`config.mk`:
```
export PLATFORM = sky130hd
export DESIGN_NAME = fetch_stage_flat
export DESIGN_NICKNAME = d
export VERILOG_FILES = /design/src/rtl/fetch_stage_if.sv /design/src/rtl/fetch_stage.sv /design/src/flat_wrapper.sv
export SDC_FILE = /design/constraint.sdc
export NUM_CORES = 1
export LEC_CHECK = 0
export ABC_AREA = 0
export BUFFER_PORTS_ARGS = -buffer_cell sky130_fd_sc_hd__clkbuf_2
export CAP_MARGIN = 20
export CORE_MARGIN = 2
export CORE_UTILIZATION = 45
export DETAILED_ROUTE_END_ITERATION = 7
export PLACE_DENSITY = 0.73
export SETUP_SLACK_MARGIN = 0.4
export SYNTH_ARGS = -nofsm -noshare
export SYNTH_HDL_FRONTEND = slang
export SYNTH_SLANG_ARGS = --single-unit
```
`constraint.sdc`:
```
create_clock -name clk -period 3.2 [get_ports clk]
set_input_delay 0.32 -clock clk [delete_from_list [all_inputs] [get_ports clk]]
set_output_delay 0.32 -clock clk [all_outputs]
set_load 0.05 [all_outputs]
```
`src/rtl/fetch_stage_if.sv`:
```
// Fetch-stage bundle: instruction-memory port, hazard/branch controls and IF/ID outputs.
interface fetch_stage_if #(
  parameter int unsigned ADDR_W  = 16,
  parameter int unsigned INSTR_W = 16
);
  logic [ADDR_W-1:0]  imem_addr;
  logic [INSTR_W-1:0] imem_rdata;
  logic               stall;
  logic               redirect_valid;
  logic [ADDR_W-1:0]  redirect_pc;
  logic [INSTR_W-1:0] ifid_instr;
  logic [ADDR_W-1:0]  ifid_pc_plus;
  logic               ifid_valid;
  logic               halted;
  logic [15:0]        fetch_count;

  // Fetch-stage side.
  modport master (
    output imem_addr, ifid_instr, ifid_pc_plus, ifid_valid, halted, fetch_count,
    input  imem_rdata, stall, redirect_valid, redirect_pc
  );

  // Memory / downstream side.
  modport slave (
    input  imem_addr, ifid_instr, ifid_pc_plus, ifid_valid, halted, fetch_count,
    output imem_rdata, stall, redirect_valid, redirect_pc
  );
endinterface

```
`src/rtl/fetch_stage.sv`:
```
// Instruction fetch stage: owns the PC, fills the IF/ID register, honours stall and
// branch redirect, and stops for good once a HALT opcode has been fetched.
module fetch_stage #(
  parameter int unsigned         ADDR_W    = 16,
  parameter int unsigned         INSTR_W   = 16,
  parameter logic [ADDR_W-1:0]   RESET_PC  = 16'h0000,
  parameter logic [ADDR_W-1:0]   PC_INC    = 16'd2,
  parameter logic [3:0]          HALT_OP   = 4'hF,
  parameter logic [INSTR_W-1:0]  NOP_INSTR = 16'h0000
) (
  input  logic          clk,
  input  logic          rst,
  fetch_stage_if.master bus
);

  typedef enum logic [0:0] {StFetch, StHalt} state_e;

  state_e             state_q, state_d;
  logic [ADDR_W-1:0]  pc_q, pc_d;
  logic [INSTR_W-1:0] instr_q, instr_d;
  logic [ADDR_W-1:0]  pc_plus_q, pc_plus_d;
  logic               valid_q, valid_d;
  logic [15:0]        count_q, count_d;

  logic [ADDR_W-1:0]  pc_inc;
  logic               is_halt_op;

  assign pc_inc     = pc_q + PC_INC;
  assign is_halt_op = (bus.imem_rdata[INSTR_W-1 -: 4] == HALT_OP);

  // Next-state logic: redirect beats stall; HALT only drains IF/ID to bubbles.
  always_comb begin
    state_d   = state_q;
    pc_d      = pc_q;
    instr_d   = instr_q;
    pc_plus_d = pc_plus_q;
    valid_d   = valid_q;
    count_d   = count_q;
    unique case (state_q)
      StFetch: begin
        if (bus.redirect_valid) begin
          // Instructions are 2-byte aligned, so the target's bit 0 is dropped.
          pc_d    = bus.redirect_pc & ~{{(ADDR_W-1){1'b0}}, 1'b1};
          instr_d = NOP_INSTR;
          valid_d = 1'b0;
        end else if (!bus.stall) begin
          instr_d   = bus.imem_rdata;
          pc_plus_d = pc_inc;
          valid_d   = 1'b1;
          if (count_q != 16'hFFFF) begin
            count_d = count_q + 16'd1;
          end
          if (is_halt_op) begin
            state_d = StHalt;
          end else begin
            pc_d = pc_inc;
          end
        end
      end
      StHalt: begin
        if (!bus.stall) begin
          instr_d = NOP_INSTR;
          valid_d = 1'b0;
        end
      end
    endcase
  end

  // State register with synchronous active-low reset.
  always_ff @(posedge clk) begin
    if (!rst) begin
      state_q   <= StFetch;
      pc_q      <= RESET_PC;
      instr_q   <= NOP_INSTR;
      pc_plus_q <= '0;
      valid_q   <= 1'b0;
      count_q   <= 16'h0000;
    end else begin
      state_q   <= state_d;
      pc_q      <= pc_d;
      instr_q   <= instr_d;
      pc_plus_q <= pc_plus_d;
      valid_q   <= valid_d;
      count_q   <= count_d;
    end
  end

  assign bus.imem_addr    = pc_q;
  assign bus.ifid_instr   = instr_q;
  assign bus.ifid_pc_plus = pc_plus_q;
  assign bus.ifid_valid   = valid_q;
  assign bus.halted       = (state_q == StHalt);
  assign bus.fetch_count  = count_q;

endmodule

```
`src/flat_wrapper.sv`:
```
// flat-port wrapper written by rule: the top's interface ports become plain ports
module fetch_stage_flat 
#(
  parameter int unsigned         ADDR_W    = 16,
  parameter int unsigned         INSTR_W   = 16,
  parameter logic [ADDR_W-1:0]   RESET_PC  = 16'h0000,
  parameter logic [ADDR_W-1:0]   PC_INC    = 16'd2,
  parameter logic [3:0]          HALT_OP   = 4'hF,
  parameter logic [INSTR_W-1:0]  NOP_INSTR = 16'h0000
)
  (clk, rst, bus_imem_addr, bus_ifid_instr, bus_ifid_pc_plus, bus_ifid_valid, bus_halted, bus_fetch_count, bus_imem_rdata, bus_stall, bus_redirect_valid, bus_redirect_pc);
  fetch_stage_if #(.ADDR_W(ADDR_W), .INSTR_W(INSTR_W)) bus_i ();
  input  logic clk;
  input  logic rst;
  output wire logic [$bits(bus_i.imem_addr)-1:0] bus_imem_addr;
  output wire logic [$bits(bus_i.ifid_instr)-1:0] bus_ifid_instr;
  output wire logic [$bits(bus_i.ifid_pc_plus)-1:0] bus_ifid_pc_plus;
  output wire logic [$bits(bus_i.ifid_valid)-1:0] bus_ifid_valid;
  output wire logic [$bits(bus_i.halted)-1:0] bus_halted;
  output wire logic [$bits(bus_i.fetch_count)-1:0] bus_fetch_count;
  input wire logic [$bits(bus_i.imem_rdata)-1:0] bus_imem_rdata;
  input wire logic [$bits(bus_i.stall)-1:0] bus_stall;
  input wire logic [$bits(bus_i.redirect_valid)-1:0] bus_redirect_valid;
  input wire logic [$bits(bus_i.redirect_pc)-1:0] bus_redirect_pc;
  assign bus_imem_addr = bus_i.imem_addr;
  assign bus_ifid_instr = bus_i.ifid_instr;
  assign bus_ifid_pc_plus = bus_i.ifid_pc_plus;
  assign bus_ifid_valid = bus_i.ifid_valid;
  assign bus_halted = bus_i.halted;
  assign bus_fetch_count = bus_i.fetch_count;
  assign bus_i.imem_rdata = bus_imem_rdata;
  assign bus_i.stall = bus_stall;
  assign bus_i.redirect_valid = bus_redirect_valid;
  assign bus_i.redirect_pc = bus_redirect_pc;
  fetch_stage #(.ADDR_W(ADDR_W), .INSTR_W(INSTR_W), .RESET_PC(RESET_PC), .PC_INC(PC_INC), .HALT_OP(HALT_OP), .NOP_INSTR(NOP_INSTR)) u_core (.clk(clk), .rst(rst), .bus(bus_i));
endmodule
```
== Word-level counts from Yosys, hierarchy flattened ==
Cells that the tools add are included.

* Bits in read-only memories: 0
* Register bits: 66
* Bits in writable memories: 0
* Bits in latches: 0
* Output and inout bits: 66
* Memories kept: 0

* Eq/ne operators: 6
* $mul: 0
* Bitwise operators: 3
* Reductions and logical operators: 4
* Add/sub/neg operators: 2
* Div/mod/pow operators: 0
* Shifts and indexed selects: 0
* Magnitude comparators: 0
* Muxes and demuxes: 15

{| class="wikitable"
|+ Operators by type and width
! kind !! number
|-
| 16-bit two-way mux || 6
|-
| 16-bit case mux with 2 select lines || 1
|-
| 16-bit by 1-bit adder with 16-bit output (second input constant) || 1
|-
| 16-bit by 2-bit adder with 16-bit output (second input constant) || 1
|-
| 16-bit inequality test (second input constant) || 1
|-
| 1-bit two-way mux || 7
|-
| 3-bit AND reduction || 2
|-
| 4-bit == test (second input constant) || 1
|-
| 2-bit inequality test (second input constant) || 2
|-
| 4-bit AND reduction || 1
|-
| 3-bit inequality test (second input constant) || 1
|-
| 1-bit inverter || 3
|-
| 2-bit by 1-bit inequality test with 1-bit output (second input constant) || 1
|-
| 1-bit case mux with 2 select lines || 1
|-
| 2-bit AND reduction || 1
|}

== Depth between registers and ports, before layout ==
Gate-level depths: netlist of the first run.

* Depth after elaboration: 5
* Gate-level depth with buffers: 7
* Mapped depth without buffers: 5

== Least setup slack after synthesis of the first run ==
Ideal clock, no wire load.

* Path kind: register to register
* Start: reg u_core.pc_q[1], in the netlist u_core.bus.imem_addr[1]
* End: reg u_core.pc_plus_q[13], in the netlist u_core.bus.ifid_pc_plus[13]
* Data arrival time: 1,804 ps
* Buffers on the path: 0
* Path slack: 1,263 ps
* Stages on the path, launching flop included: 6
* Cell sequence: dfxtp_1 > ha_1 > nand3_1 > nor4_1 > xnor2_1 > a21oi_1

* Cells in the longest elaborated chain, start to end: 1

{| class="wikitable"
|+ RTL lines
! element !! RTL line !! source
|-
| start: declaration || fetch_stage.sv:19 || <nowiki>logic [ADDR_W-1:0] pc_q, pc_d;</nowiki>
|-
| start signal: assignment || fetch_stage.sv:80 || <nowiki>pc_q <= pc_d;</nowiki>
|-
| 16-bit by 2-bit adder with 16-bit output || fetch_stage.sv:28 || <nowiki>assign pc_inc = pc_q + PC_INC;</nowiki>
|-
| end signal: assignment || fetch_stage.sv:82 || <nowiki>pc_plus_q <= pc_plus_d;</nowiki>
|-
| end: declaration || fetch_stage.sv:21 || <nowiki>logic [ADDR_W-1:0] pc_plus_q, pc_plus_d;</nowiki>
|}

No other way between the ends.
A chain may end at the register's enable or synchronous reset.

== Worst setup path in the final report of the first run ==
* Start: reg u_core.state_q, in the netlist u_core.bus.halted
* End: reg u_core.count_q[3], in the netlist u_core.bus.fetch_count[3]

* Cells in the longest elaborated chain, start to end: 2

{| class="wikitable"
|+ RTL lines
! element !! RTL line !! source
|-
| start: declaration || fetch_stage.sv:18 || <nowiki>state_e state_q, state_d;</nowiki>
|-
| start signal: assignment || fetch_stage.sv:72 || <nowiki>state_q <= StFetch;</nowiki>
|-
| start signal: assignment || fetch_stage.sv:79 || <nowiki>state_q <= state_d;</nowiki>
|-
| 1-bit inverter (no line) || - ||
|-
| 4-bit AND reduction (no line) || - ||
|-
| end signal: assignment || fetch_stage.sv:84 || <nowiki>count_q <= count_d;</nowiki>
|-
| end: declaration || fetch_stage.sv:23 || <nowiki>logic [15:0] count_q, count_d;</nowiki>
|}

No other way between the ends.

==> metrics, run 1 <==
sequential power share 46.8%; io pins 102; Bufs on Longest Clock Path 2; worst r2r path cells 5; post_cts resized 0; Compound-Gate Fraction of Synth Area 25.76%; ANT cells 0; clock-pin slew on the worst setup and hold paths 70 ps; num rows 29; most numerous cell in the Yosys netlist dfxtp_1; xor and xnor area share after synthesis 3.230%; DRC violations left 0; vias in the first global route 2612; hpwl dp 5.176 mm; Max-slew headroom 53.76%; routed vias/inst 5.738; Synth Register Bits 64; Final GP Congestion 0.8227; antenna-violating nets left 0; CP max stage cell nor3_4; Cells after Synth 356; CTS Buf Count 9; Initial DRC Count 159; routed len/inst 14.15 um; Async SR Flop Fraction 0%; endpoints failing hold 0; CP endpoint kind register; Overflow after GRT 0; Final WS setup 1084 ps; post-synthesis mux area share 0.6711%; crit-path cells nor3_4, buf_4, nand4_1, or3_1, a21oi_1; clk_lat worst skew 340 ps; fin crit share 66.13%; Yosys top cell area share 42.95%; Max Slew Vio Count 0; Vias 3001; Layout Nets 480; Worst IR Drop VDD 0.0003037 V; Sw Ratio 30.37%; P_sw 0.0005625 W; ranking of synthesized cells by area dfxtp_1, a22oi_1, a21oi_1, nor2_1, o21ai_0; Final Setup Violations 0; P_int 0.001290 W; Setup WS pre-CTS 1058 ps; largest fanout on the critical path 35; Req. time, crit path 3470 ps; core area 6386 um2; largest net degree at the start of global routing 39; Die ar. 7296 um2; number of synthesized flops with an enable pin 0; post-synth cell types 48; Hold Crit Class in2reg; critical path launch point type register; Pre-Repair DR Iteration Count 5; Yosys top cell by area dfxtp_1; Layout area overhead 23.03%; critical path class reg2reg; cell depth of the worst hold path 3; synth cell count leaders dfxtp_1, nor2_1, a21oi_1; routed wire length 7.400 mm; share of post-route cells with drive strength above 1 27.58%; yosys warns 0; dominant synthesized flop cell dfxtp_1; Clk pwr share 36.6%; Clock Skews 10.04 ps; max cap viols 0; Die X 85.42 um; sequential share of the synthesized area 42.95%; synthesized-area fraction occupied by adder cells 0.8389%; post-CTS setup buffers 0; simple-gate area share of the yosys netlist 21.14%; clock root buffer clkbuf_8; Syn Area/Cell 8.379 um2; overall routing resource usage 20.38%; largest family of logic cells by synthesized area compound AO/OA/AOI/OAI gates; Leak Pwr 1.484 nW; first-pass GRT wire length 12.11 mm; number of antenna violations at the first check in global routing 0; I/O Buffers 98; H-tree depth 3; Gate power share 16.6%; synthesized area 2983 um2; Starting Density 46.71%; Tmin final 2116 ps; RSZ-0062 raised after global routing false; WP data arrival 2390 ps; Cell Pwr Density 504.7 nW/um2; CTS tree done; CTS sink cnt 64; hold buffer count at CTS 0; Setup TNS 0 ps; Worst-Margin Slew 688.3 ps; status finished clean; die height 85.42 um; Max Clk Rate 472.5 MHz; critical path's largest stage delay 610 ps
flip-flops by register name, indices dropped and copies added (netlist names):
signal                   cells
u_core.bus.fetch_count      16
u_core.bus.ifid_instr       16
u_core.bus.ifid_pc_plus     15
u_core.bus.imem_addr        15
u_core.bus.halted            1
u_core.bus.ifid_valid        1
cell usage in the layout (no fill, tap or decap), drive strengths merged, types with 3 or more instances in the layout:
cell | Yosys | layout
nor4 | 4 | 4
clkinv | 0 | 3
nor3 | 6 | 6
o41ai | 4 | 4
or4 | 7 | 7
o21ai | 23 | 23
a22oi | 19 | 19
inv | 6 | 6
a211oi | 7 | 7
nand2 | 27 | 27
o31ai | 9 | 9
dfxtp | 64 | 64
a31oi | 4 | 4
clkbuf | 17 | 109
nand4 | 9 | 9
o211ai | 3 | 3
buf | 13 | 6
a311oi | 3 | 3
nand3 | 16 | 16
or3 | 7 | 7
nand2b | 4 | 4
xnor2 | 9 | 9
a21oi | 28 | 28
nor2 | 34 | 34
o21a | 5 | 5
and3 | 6 | 6
routing by layer:
layer	part of all wire, %	track usage [%]	vias up
li1	-	-	1487
met1	46	27.45	1412
met2	46	31.18	88
met3	5.8	4.086	14
met4	1.7	9.957	0
met5	0	0	-
worst max-delay path, delay by kind of cell, from the launching register on:
family	cells	cell delay [ps]
AND/OR/NAND/NOR	3	1080
flip-flops	1	390
buffers and inverters	1	450
AO/OA/AOI/OAI	1	140
path summary, 6_finish.rpt:
kind	start	to	slack, ps
hold reg to reg	u_core.bus.ifid_pc_plus[2]	u_core.bus.ifid_pc_plus[2]	480
setup reg to reg	u_core.bus.halted	u_core.bus.fetch_count[3]	1080
setup / recovery	u_core.bus.halted	u_core.bus.fetch_count[3]	1080
hold / removal	bus_imem_rdata[8]	u_core.bus.ifid_instr[8]	230
cells by family (layout without fill, tap and decap cells):
kind of cell               Yosys count  after routing
AOI/OAI and AO/OA                  117            117
xor gates and xnor gates            11             11
adders and majority gates            2              2
buffers and inverters               36            125
DFF                                 64             64
muxes                                2              2
other                                1              2
and+or+nand+nor                    123            123
area by class of cell:
class	count	area, um2
Fill cell	599	2716
Multi-Input combinational cell	257	1548
Sequential cell	64	1281
Timing Repair Buffer	104	535.5
Clock buffer	11	141.4
Tap cell	77	96.34
Clock inverter	4	45.04
Inverter	6	22.52
per-stage QoR:
stage	utilization (%)	instance area [um2]	power, W	instances	hold WS, ps
CTS	57.46	3670	0.001864	523	223.5
finish	57.46	3670	0.001852	523	231.3
detailed placement	54.55	3483	0.001193	508	474.6
floorplan	-	2987	0.001112	357	475.7
global route	57.46	3670	0.001935	523	243.0
global placement	54.55	3483	0.001188	508	464.6
power by group through the flow:
stage	registers, W	logic [W]	clock network, W
2_1_floorplan	0.000991	0.000120	0
3_3_place_gp	0.000883	0.000305	0
3_5_place_dp	0.000884	0.000309	0
4_1_cts	0.000866	0.000310	0.000688
5_1_grt	0.000872	0.000331	0.000731
6_report	0.000867	0.000308	0.000677
(Power assumes the default switching activity.)
==> inputs of run 2 (changes only) <==
--- a/config.mk
+++ b/config.mk
@@ -5,13 +5,13 @@
 export SDC_FILE = /design/constraint.sdc
 export NUM_CORES = 1
 export LEC_CHECK = 0
-export ABC_AREA = 0
+export ABC_AREA = 1
 export BUFFER_PORTS_ARGS = -buffer_cell sky130_fd_sc_hd__clkbuf_2
 export CAP_MARGIN = 20
 export CORE_MARGIN = 2
 export CORE_UTILIZATION = 45
 export DETAILED_ROUTE_END_ITERATION = 7
-export PLACE_DENSITY = 0.73
+export PLACE_DENSITY = 0.72
 export SETUP_SLACK_MARGIN = 0.4
 export SYNTH_ARGS = -nofsm -noshare
 export SYNTH_HDL_FRONTEND = slang
==> constraint.sdc (replaced) <==
create_clock -name clk -period 2 [get_ports clk]
set_input_delay 0.2 -clock clk [delete_from_list [all_inputs] [get_ports clk]]
set_output_delay 0.2 -clock clk [all_outputs]
set_load 0.05 [all_outputs]
==> run 2 against run 1 <==
Against the previous run: critical path type unchanged; synthesized cell count rose by 35%; largest power group unchanged; die area rose by 6.5%; worst setup slack got worse by 590 ps; highest routed layer unchanged; routed wire length rose by 15%; first-iteration DRC count fell by 16%; via count rose by 10%; clock skew barely moved.
==> metrics, run 2 <==
status finished clean; Final GP Congestion 0.9414; Worst-Margin Slew 507.9 ps; core area 6832 um2; Tot Pwr 0.003330 W; io pins 102; synthesized area 3187 um2; # fillers 693; number of synthesized flops with an enable pin 0; Tmin final 1509 ps; I/O Buffers 98; Worst IR Drop VDD 0.0004883 V; endpoints failing hold 0; Gate power share 17.5%; largest fanout on the critical path 6; DRC violations left 0; Initial DRC Count 133; Pre-Repair DR Iteration Count 4; Yosys top cell by area dfxtp_1; CTS tree done; number of antenna violations at the first check in global routing 0; largest net degree at the start of global routing 34; most numerous cell in the Yosys netlist nand2_1; Vias 3303; CTS Buf Count 9; Die ar. 7771 um2; synth cell count leaders nand2_1, dfxtp_1, nor2_1; Max Slew Vio Count 0; Async SR Flop Fraction 0%; routed wire length 8.500 mm; WP data arrival 1780 ps; sequential power share 41.7%; yosys warns 0; routed len/inst 12.52 um; r2r startpoint u_core.bus.imem_addr[1]; Req. time, crit path 2270 ps; CTS sink cnt 64; P_int 0.002284 W; hpwl dp 5.881 mm; Sw Ratio 31.41%; Final Setup Violations 0; r2r endpoint u_core.bus.imem_addr[9]; routed vias/inst 4.865; Hold Path Sink u_core.bus.ifid_instr[6]; Sequential cell area 1310 um2; Multi-input gate area 1663 um2; Worst Hold Margin 78.39 ps; Leak Pwr 1.889 nW; Bufs on Longest Clock Path 2; RSZ-0062 raised after global routing true; Die X 88.16 um; overall routing resource usage 22.18%; sequential share of the synthesized area 40.20%; critical path class reg2reg; HP Start bus_imem_rdata[6]; Overflow after GRT 0; CP endpoint kind register; Syn Area/Cell 6.653 um2; Max-slew headroom 66.02%; Layout area overhead 28.27%; commonest non-fill, non-tap cell in the layout nand2_1; worst r2r path cells 7; Cell Pwr Density 814.7 nW/um2; Yosys top cell area share 40.20%; post-synth cell types 31; share of post-route cells with drive strength above 1 27.79%; Hold Crit Class in2reg; Setup TNS 0 ps; ranking of synthesized cells by area dfxtp_1, nand2_1, a21oi_1, nor2_1, inv_1; Starting Density 46.65%; vias in the first global route 3066; critical path launch point type register; Clk pwr share 40.8%; clock-pin slew on the worst setup and hold paths 80 ps; Layout Nets 616; hold buffer count at CTS 0; clk_lat worst skew 340 ps; num rows 30; fin crit share 75.45%; Clock Skews 9.999 ps; antenna-violating nets left 0; clock root buffer clkbuf_8; commonest cells after routing, fill and taps aside nand2_1, clkbuf_2, nor2_1, a21oi_1, dfxtp_1; dominant synthesized flop cell dfxtp_1; Max Clk Rate 662.7 MHz; cell depth of the worst hold path 3; ANT cells 0; P_sw 0.001046 W; Synth Register Bits 64; first-pass GRT wire length 13.58 mm; R2R setup slack 490 ps; Cells after Synth 479; H-tree depth 3; max cap viols 0; die height 88.16 um
[run 2: changes by cell type in the layout (fill, tap and decap cells not counted), sizes merged, moves of 5 or more]
cell,delta
xnor2,-5
o31ai,-9
or3,-7
nand2,+135
nor2,+26
and3,-6
inv,+35
a22oi,-19
a211oi,-5
or4,-7
a21oi,+29
xor2,+7
[run 2: layout make-up]
class | count | share of cell area [%]
multi-input cells | 353 | 40.68
flip-flops and latches | 64 | 32.05
repair buffers | 107 | 14.14
inverters | 42 | 4.040
clock buffers | 10 | 3.642
well taps | 96 | 2.938
clock inverters | 6 | 2.388
repair inverters | 1 | 0.1224
[run 2: power groups by stage]
| stage | clock (W) | combinational [W] | sequential, W |
|---|---|---|---|
| 2_1_floorplan | 0 | 0.000224 | 0.00162 |
| 3_3_place_gp | 0 | 0.000566 | 0.00141 |
| 3_5_place_dp | 0 | 0.000573 | 0.00142 |
| 4_1_cts | 0.00138 | 0.000579 | 0.00139 |
| 5_1_grt | 0.00145 | 0.000636 | 0.00140 |
| 6_report | 0.00136 | 0.000584 | 0.00139 |
[run 2: worst max-delay path, stage by stage, from the launching register on]
cell	delay, ps
dfxtp_4	390
ha_2	230
nand3_4	120
nor2_4	200
nand2_1	80
xor2_1	210
nand2_1	80
a21oi_1	130
[run 2: cells by family after synthesis]
kind of cell / after synthesis / share of synthesized area [%]
buffers and inverters: 63 / 9.265
XOR/XNOR: 13 / 3.573
adder cells (fa/ha/maj): 2 / 0.7851
other: 1 / 0.1177
AND/OR/NAND/NOR: 252 / 32.00
flip-flops: 64 / 40.20
AO/OA/AOI/OAI: 84 / 14.06
[run 2: how the worst max path moves through the flow]
stage                               from                          to  slack, ps  cells after the start
6_report         u_core.bus.imem_addr[1]     u_core.bus.imem_addr[9]        490                      7
5_1_grt        u_core.bus.fetch_count[0]  u_core.bus.fetch_count[12]        380                     11
4_1_cts        u_core.bus.fetch_count[0]  u_core.bus.fetch_count[12]        420                     10
3_5_place_dp   u_core.bus.fetch_count[0]  u_core.bus.fetch_count[14]        340                      9
3_3_place_gp   u_core.bus.fetch_count[0]  u_core.bus.fetch_count[14]        360                      9
2_1_floorplan    u_core.bus.imem_addr[2]  u_core.bus.ifid_pc_plus[9]        400                      7
[run 2: what timing repair did]
action | CTS | global route
pin swaps | 1 | 2
gates resized for setup | 3 | 13
setup endpoints to repair | 16 | 24
buffers inserted | 1 | 0
cloned | 0 | 2
[run 2: per-layer routing]
metal | part of all wire [%] | global-route usage [%] | vias up
met3 | 5.7 | 4.807 | 13
met2 | 49 | 37.33 | 105
met5 | 0 | 0 | -
li1 | - | - | 1716
met4 | 1.9 | 9.091 | 0
met1 | 44 | 27.59 | 1469
[run 2: metrics by stage]
stage               instances  setup WS (ps)  util (%)  instance area (um2)
floorplan                 480          401.0         -                 3222
global placement          660          356.6     55.09                 3764
detailed placement        660          344.1     55.09                 3764
CTS                       677          421.4     59.01                 4031
global route              679          383.2     59.84                 4088
finish                    679          490.9     59.84                 4088
